`src/rtl/rsa_pkg.sv`:
```
// Shared definitions for the RSA modular-exponentiation datapath:
// default widths, start-request polarity and controller state encodings.
package rsa_pkg;

    localparam int   DEF_DATA_WIDTH = 8;
    localparam logic DEF_START      = 1'b1;

    typedef enum logic [3:0] {
        IDLE,
        RED_ISSUE,
        RED_WAIT,
        SQR_ISSUE,
        SQR_WAIT,
        MUL_ISSUE,
        MUL_WAIT,
        FINISH,
        FAIL
    } modexp_state_t;

    // Bit-index register width; at least one bit even for a 1-bit operand.
    function automatic int idx_width(input int w);
        return (w > 1) ? $clog2(w) : 1;
    endfunction

endpackage

```
`src/rtl/rsa_core_modexp.sv`:
```
// Left-to-right square-and-multiply modular exponentiation; every reduction
// is delegated to an external rsa_core_mod unit over the m_* handshake.
module rsa_core_modexp
    import rsa_pkg::*;
#(
    parameter int   DATA_WIDTH = DEF_DATA_WIDTH,
    parameter logic START      = DEF_START
) (
    input  logic                      exp_clk,
    input  logic                      exp_rst,
    input  logic                      exp_start,
    input  logic [DATA_WIDTH-1:0]     exp_base,
    input  logic [DATA_WIDTH-1:0]     exp_exp,
    input  logic [DATA_WIDTH-1:0]     exp_n,
    output logic                      exp_busy,
    output logic                      exp_done,
    output logic                      exp_err,
    output logic [DATA_WIDTH-1:0]     exp_c,
    output logic                      m_start,
    output logic [2*DATA_WIDTH-1:0]   m_a,
    output logic [DATA_WIDTH-1:0]     m_b,
    input  logic                      m_done,
    input  logic                      m_err,
    input  logic [DATA_WIDTH-1:0]     m_c
);

    localparam int W  = DATA_WIDTH;
    localparam int IW = idx_width(DATA_WIDTH);

    modexp_state_t   r_state;
    modexp_state_t   w_state_next;

    logic [W-1:0]    r_base;
    logic [W-1:0]    r_exp;
    logic [W-1:0]    r_n;
    logic [W-1:0]    r_bm;
    logic [W-1:0]    r_r;
    logic [IW-1:0]   r_i;
    logic            r_m_start;
    logic [2*W-1:0]  r_m_a;
    logic [W-1:0]    r_m_b;
    logic [W-1:0]    r_exp_c;

    logic            w_accept;
    logic            w_last_bit;
    logic            w_exp_bit;
    logic            w_red_ok;
    logic            w_red_bad;
    logic [2*W-1:0]  w_sqr;
    logic [2*W-1:0]  w_mul;

    assign w_accept   = (exp_start == START);
    assign w_last_bit = (r_i == '0);
    assign w_exp_bit  = r_exp[r_i];
    assign w_red_ok   = m_done && !m_err;
    assign w_red_bad  = m_done && m_err;

    // Full-width unsigned products feeding the reduction unit.
    assign w_sqr = {{W{1'b0}}, r_r} * {{W{1'b0}}, r_r};
    assign w_mul = {{W{1'b0}}, r_r} * {{W{1'b0}}, r_bm};

    always_comb begin
        w_state_next = r_state;
        case (r_state)
            IDLE: begin
                if (w_accept) begin
                    w_state_next = RED_ISSUE;
                end
            end
            RED_ISSUE: w_state_next = RED_WAIT;
            RED_WAIT: begin
                if (w_red_bad) begin
                    w_state_next = FAIL;
                end else if (w_red_ok) begin
                    w_state_next = SQR_ISSUE;
                end
            end
            SQR_ISSUE: w_state_next = SQR_WAIT;
            SQR_WAIT: begin
                if (w_red_bad) begin
                    w_state_next = FAIL;
                end else if (w_red_ok) begin
                    if (w_exp_bit) begin
                        w_state_next = MUL_ISSUE;
                    end else if (w_last_bit) begin
                        w_state_next = FINISH;
                    end else begin
                        w_state_next = SQR_ISSUE;
                    end
                end
            end
            MUL_ISSUE: w_state_next = MUL_WAIT;
            MUL_WAIT: begin
                if (w_red_bad) begin
                    w_state_next = FAIL;
                end else if (w_red_ok) begin
                    w_state_next = w_last_bit ? FINISH : SQR_ISSUE;
                end
            end
            FINISH:  w_state_next = IDLE;
            FAIL:    w_state_next = IDLE;
            default: w_state_next = IDLE;
        endcase
    end

    always_ff @(posedge exp_clk) begin
        if (exp_rst) begin
            r_state   <= IDLE;
            r_base    <= '0;
            r_exp     <= '0;
            r_n       <= '0;
            r_bm      <= '0;
            r_r       <= W'(1);
            r_i       <= '0;
            r_m_start <= 1'b0;
            r_m_a     <= '0;
            r_m_b     <= '0;
            r_exp_c   <= '0;
        end else begin
            r_state   <= w_state_next;
            r_m_start <= 1'b0;

            case (r_state)
                IDLE: begin
                    if (w_accept) begin
                        r_base <= exp_base;
                        r_exp  <= exp_exp;
                        r_n    <= exp_n;
                        r_r    <= W'(1);
                        r_i    <= IW'(W - 1);
                    end
                end
                // Operands are registered here, so m_start rises in the first
                // WAIT cycle and m_a/m_b stay put until the reply arrives.
                RED_ISSUE: begin
                    r_m_start <= 1'b1;
                    r_m_a     <= {{W{1'b0}}, r_base};
                    r_m_b     <= r_n;
                end
                RED_WAIT: begin
                    if (w_red_ok) begin
                        r_bm <= m_c;
                    end
                end
                SQR_ISSUE: begin
                    r_m_start <= 1'b1;
                    r_m_a     <= w_sqr;
                    r_m_b     <= r_n;
                end
                SQR_WAIT: begin
                    if (w_red_ok) begin
                        r_r <= m_c;
                        if (!w_exp_bit && !w_last_bit) begin
                            r_i <= r_i - IW'(1);
                        end
                    end
                end
                MUL_ISSUE: begin
                    r_m_start <= 1'b1;
                    r_m_a     <= w_mul;
                    r_m_b     <= r_n;
                end
                MUL_WAIT: begin
                    if (w_red_ok && !w_last_bit) begin
                        r_r <= m_c;
                        r_i <= r_i - IW'(1);
                    end else if (w_red_ok) begin
                        r_r <= m_c;
                    end
                end
                default: begin
                end
            endcase

            // Result is loaded on the way into FINISH/FAIL so it is valid
            // in the same cycle as exp_done.
            if (w_state_next == FINISH) begin
                r_exp_c <= m_c;
            end else if (w_state_next == FAIL) begin
                r_exp_c <= '1;
            end
        end
    end

    assign exp_busy = (r_state != IDLE);
    assign exp_done = (r_state == FINISH) || (r_state == FAIL);
    assign exp_err  = (r_state == FAIL);
    assign exp_c    = r_exp_c;
    assign m_start  = r_m_start;
    assign m_a      = r_m_a;
    assign m_b      = r_m_b;

endmodule

```
`config.mk`:
```
export PLATFORM = sky130hd
export DESIGN_NAME = rsa_core_modexp
export DESIGN_NICKNAME = d
export VERILOG_FILES = /design/src/rtl/rsa_pkg.sv /design/src/rtl/rsa_core_modexp.sv
export SDC_FILE = /design/constraint.sdc
export NUM_CORES = 1
export LEC_CHECK = 0
export CORE_MARGIN = 2
export CORE_UTILIZATION = 63
export DETAILED_ROUTE_END_ITERATION = 12
export PLACE_DENSITY = 0.85
export SETUP_SLACK_MARGIN = 0.05
export SYNTH_ARGS = -nofsm -noshare
export SYNTH_HDL_FRONTEND = slang
export SYNTH_SLANG_ARGS = --single-unit
```
`constraint.sdc`:
```
create_clock -name exp_clk -period 7.2 [get_ports exp_clk]
set_input_delay 1.08 -clock exp_clk [delete_from_list [all_inputs] [get_ports exp_clk]]
set_output_delay 1.08 -clock exp_clk [all_outputs]
set_load 0.03 [all_outputs]
```
# Word-level counts from Yosys, hierarchy flattened
# Index checks and enable logic that the tools add are counted.
totals:
  register_bits: 80
  inputBits: 37
  out_inout_bits: 36
  wordCells: 73
op_classes:
  n_eq_ne: 14
  reduce_logical: 19
  mul: 2
  add_sub_neg: 1
  muxes: 25
  magnitude_cmp: 1
ops:
  columns: ["operator", "count"]
  rows:
  - ["16-bit one-hot mux with 3 select lines", 1]
  - ["8-bit two-way mux", 5]
  - ["8-bit by 8-bit multiplier with 16-bit output", 2]
  - ["4-bit two-way mux", 7]
  - ["4-bit one-hot mux with 7 select lines", 1]
  - ["8-bit one-hot mux with 3 select lines", 1]
  - ["4-bit by 3-bit equality test with 1-bit output, second input constant", 5]
  - ["3-bit two-way mux", 6]
  - ["3-bit one-hot mux with 3 select lines", 1]
  - ["4-bit by 2-bit equality test with 1-bit output, second input constant", 2]
  - ["4-bit equality test, second input constant", 2]
  - ["2-bit inequality test, second input constant", 4]
  - ["2-bit AND reduction", 3]
  - ["3-bit nonzero test", 2]
  - ["5-bit AND reduction", 1]
  - ["4-bit by 1-bit equality test with 1-bit output, second input constant", 1]
  - ["1-bit logical AND", 4]
  - ["4-bit zero test", 1]
  - ["3-bit by 4-bit less-than comparator with 1-bit output, second input constant", 1]
  - ["4-bit nonzero test", 1]
  - ["1-bit binary-select mux with 3-bit select", 1]
  - ["1-bit zero test", 3]
  - ["3-bit zero test", 1]
  - ["3-bit OR reduction", 1]
  - ["4 further kinds", 5]

# Depth between registers and ports, before layout
logic_depth:
  word_depth: 9
  ltp_mapped: 17
  mapped_depth_nobuf: 17

# Worst setup path before layout
# OpenSTA, ideal clock, no wires.
synth_path:
  path_kind: "flip-flop to flip-flop"
  from: "reg r_r[7]"
  to: "reg r_m_a[15] (netlist: m_a[15])"
  t_arrival_ps: 4413
  period_less_slack_ps: 4498
  required_time_ps: 7114
  n_path_buf: 1
  path_stages_with_launch: 17
  setup_ps: 86
  path_slack_ps: 2702
  path_cell_list: "dfxtp_1 > clkbuf_1 > nand2_1 > fa_1 > inv_1 > fa_1 > fa_1 > inv_1 > fa_1 > inv_1 > ha_1 > or3_1 > and3b_1 > nor2_1 > o41ai_1 > nor4_1 > a211oi_1"
synth_between:
  elab_chain_len: 2
  word_cells_on_any_way: 3
  cone_classes: "mul: 2; mux: 1"
synth_rtl:
  columns: ["item", "line", "text"]
  rows:
  - ["from (decl)", "rsa_core_modexp.sv:37", "logic [W-1:0] r_r;"]
  - ["from (signal assigned)", "rsa_core_modexp.sv:152", "r_r <= m_c;"]
  - ["from (signal assigned)", "rsa_core_modexp.sv:165", "r_r <= m_c;"]
  - ["from (signal assigned)", "rsa_core_modexp.sv:168", "r_r <= m_c;"]
  - ["8-bit by 8-bit multiplier with 16-bit output (on tied branches)", "rsa_core_modexp.sv:60, rsa_core_modexp.sv:59", null]
  - ["16-bit one-hot mux with 3 select lines *", "rsa_core_modexp.sv:123", "case (r_state)"]
  - ["to (signal assigned)", "rsa_core_modexp.sv:137", "r_m_a <= {{W{1'b0}}, r_base};"]
  - ["to (signal assigned)", "rsa_core_modexp.sv:147", "r_m_a <= w_sqr;"]
  - ["to (signal assigned)", "rsa_core_modexp.sv:160", "r_m_a <= w_mul;"]
  - ["to (decl)", "rsa_core_modexp.sv:40", "logic [2*W-1:0] r_m_a;"]
# Mark *: on every way between the ends. The rest lies on a longest branch, timed or not.
# A chain may end at the register's enable or synchronous reset.

# Worst setup path in the final report
layout_path:
  from: "reg r_r[5]"
  to: "reg r_m_a[15] (netlist: m_a[15])"
# Same word-level chain as after synthesis.

==> metrics.csv <==
stage,metric,value,unit
pwr,p_per_area,117,mW/mm2
clock_network,cts_max_path_buffers,2,
drt,drc,0,
sta,hold_viol_final,0,
drt,drtIter0Drc,337,
clock_network,clockRootBuffer,clkbuf_8,
floorplanning,fp.coreArea,0.0109,mm2
run_status,status,completed,
sta,max_slew_margin,37.5,%
hold_path,holdPathEnd,m_b[6],
finish,antenna_cells,0,
drt,drtPass1Iterations,6,
worst_setup_path,cp_max_fo,16,
drt,ant_nets,0,
finish,fin_cells,1027,
finish,nFillCells,816,
clock_network,cts_max_level,3,
floorplanning,start_util,64.6,%
global_routing,grt.met3_usage,4.15,%
clock_network,post_cts_resized,0,
worst_setup_path,r2r_setup_slack,2.06,ns
hold_path,hold_class,reg -> reg,
finish,drive_gt1_share,4.28,%
synthesis,synth-seq-cells,80,
pwr,worst_ir_drop_vdd,0.000138,V
synthesis,synth_area,0.00703,mm2
floorplanning,dieWidth,110,um
synthesis,async_flop_share,0,%
clock_network,clock_latency,0.36,ns
clock_network,clk_pin_slew,0.09,ns
clock_network,cts.sinks,80,
synthesis,syn_inst,834,
placed_design,dpl.hpwl,12700,um
sta,tightest_slew,0.934,ns
global_routing,busiest_layer,met2,
finish,multi_input_area,0.00490,mm2
global_routing,met2_usage,50.7,%
global_routing,grt_use_total,29.7,%
clock_network,postCtsSetupBuffers,0,
floorplanning,pin_count,73,
sta,fin_skew,0.0122,ns
synthesis,synth_area_leaders,"dfxtp_1 23%, fa_1 17%, ha_1 12%",
placed_design,place.port_buffers,72,
drt,vias,5874,
floorplanning,rows,38,
worst_setup_path,timing.rr.end,m_a[15],
worst_setup_path,crit_arrival,5.42,ns
global_routing,antenna_found_initial,0,
clock_network,cts_inserted_buffers,9,
finish,nets,1048,
finish,regArea,0.00160,mm2
sta,rsz0062_at_grt,no,
synthesis,yosys.cell_types.count,54,
job,drv_cap,0,
global_routing,grtUsageMet1,39.8,%
clock_network,cts_tree,yes,
global_routing,gr-total-overflow,0,
sta,max_clock_freq,0.195,GHz
global_routing,grt_pass1_vias,5920,
sta,drv_slew,0,
drt,wire_per_inst,16.1,um
hold_path,min_path_cells,2,
global_routing,grt_pass1_wl,28000,um
synthesis,synth_flop_cell,dfxtp_1,
sta,final-setup-viol-count,0,
hold_path,min_from,r_n[6],
placed_design,place_congestion,0.880,
sta,fin_crit_sh,71.4,%
synthesis,avgSynthCellArea,8.43,um2
synthesis,synth_top_area_share,22.8,%
floorplanning,die_y,110,um
drt,finalWirelength,16600,um
synthesis,seq_area_frac_synth,22.8,%
pwr,p_leak,3.78,nW
sta,setup_tns,0,ns
drt,viasPerCell,5.72,
pwr,p_total,0.000936,W
clock_network,hold_buffers,0,
worst_setup_path,reg2regPathDepth,15,
worst_setup_path,r2r-start,r_r[5],
synthesis,synth-edff-count,0,
worst_setup_path,worstSetupPathType,reg -> reg,
global_routing,grt_max_degree,81,
synthesis,ys_warn_count,0,
floorplanning,dieArea,0.0120,mm2
synthesis,synth_fp_nets,1000,
worst_setup_path,critical_path_required,7.48,ns
placed_design,placed_cells,1011,
finish,syn2layout_area_growth,13.3,%
synthesis,synth.largest_area_cell,dfxtp_1,
sta,fin_crit,5.14,ns
worst_setup_path,cp-start-kind,register,
worst_setup_path,endpoint_kind,register,
layer usage:
metal  routed length, um  up-vias  share of wire, %
met2                8180      174                49
met4                 291        0               1.8
li1                    -     2845                 -
met3                 788       24               4.8
met5                   0        -                 0
met1                7310     2831                44
per-stage QoR:
stage,setup slack [ns],util [%],hold slack [ns],cell area [um2]
finish,2.06,73.2,0.455,7970
floorplan,2.70,-,0.432,7030
global placement,2.39,71.5,0.440,7790
CTS,2.17,73.2,0.455,7970
global route,1.82,73.2,0.482,7970
detailed placement,2.19,71.5,0.444,7790
how the worst max path moves through the flow:
stage	from	slack (ns)	to	cells past startpoint
finish	r_r[5]	2.06	m_a[15]	15
global route	r_r[5]	1.82	m_a[15]	15
CTS	r_r[5]	2.17	m_a[15]	15
detailed placement	r_r[5]	2.19	m_a[15]	15
global placement	r_r[5]	2.39	m_a[15]	15
floorplan	r_r[7]	2.70	m_a[15]	16
layout make-up:
cell class | instances | share of cell area, %
Clock inverter | 5 | 0.393
Timing Repair Buffer | 74 | 9.17
Inverter | 100 | 4.71
Multi-Input combinational cell | 617 | 61.5
Sequential cell | 80 | 20.1
Clock buffer | 11 | 1.90
Tap cell | 140 | 2.20
synth_stat cells (all sizes together) (3+ instances only):
cell type	instances
nand2	104
inv	100
dfxtp	80
and2	69
nor2	69
ha	68
fa	61
a21oi	59
clkbuf	30
xnor2	20
a211oi	18
o21ai	16
a22oi	13
a21o	12
nor3	12
mux2i	10
nand3	9
buf	7
xor2	7
a31oi	5
nor2b	5
o21a	5
and3	4
nand2b	4
nor4	4
o21bai	4
or2	4
a221oi	3
a222oi	3
a311oi	3
o211ai	3
where the power goes:
group | internal (W) | switching (W) | total [W]
Clock | 0.000143 | 0.000168 | 0.000311
Sequential | 0.000464 | 0.0000173 | 0.000481
Combinational | 0.0000604 | 0.0000841 | 0.000145
Total | 0.000667 | 0.000269 | 0.000936
sequential cells by signal, summed over array words and instances, names as in the netlist, 4 cells and up:
register	flops
exp_c	8
m_a	16
m_b	8
r_base	8
r_bm	8
r_exp	8
r_n	8
r_r	8
r_state	4
cell usage in the layout, fill, tap and decap left out, types with 4 or more instances in the layout:
master           instances
a31oi_1                  5
clkbuf_8                11
nor2b_1                  4
o21ai_0                 14
nand2_1                104
a211oi_1                15
clkdlybuf4s50_1         71
o21bai_1                 4
a22oi_1                 13
fa_1                    61
ha_1                    68
nor3_1                  12
a21o_1                  12
mux2i_1                 10
o21a_1                   5
a21oi_1                 59
nand2b_1                 4
nor2_1                  66
xnor2_1                 20
nor4_1                   4
nand3_1                  9
and2_1                  69
xor2_1                   7
inv_1                  100
dfxtp_1                 80
and3_1                   4
critical path, cell delays in order, from the launching register on:
cell and delay (ns):
dfxtp_1 0.66, inv_1 0.24, nor2_1 0.25, fa_1 0.50
fa_1 0.54, inv_1 0.05, fa_1 0.50, fa_1 0.55
inv_1 0.04, ha_1 0.23, or3_1 0.40, and3b_1 0.25
nor2_1 0.08, o41ai_1 0.41, nor4_1 0.09, a211oi_1 0.25
cell families after synthesis:
kind of cell | count (synthesis) | share of synthesized area, %
xor gates and xnor gates | 27 | 3.36
DFF | 80 | 22.8
adders and majority gates | 129 | 29.5
and+or+nand+nor | 291 | 19.7
muxes | 14 | 2.38
buffers and inverters | 137 | 7.49
AOI/OAI and AO/OA | 156 | 14.8
No activity file was read; power rests on OpenSTA's default activity.
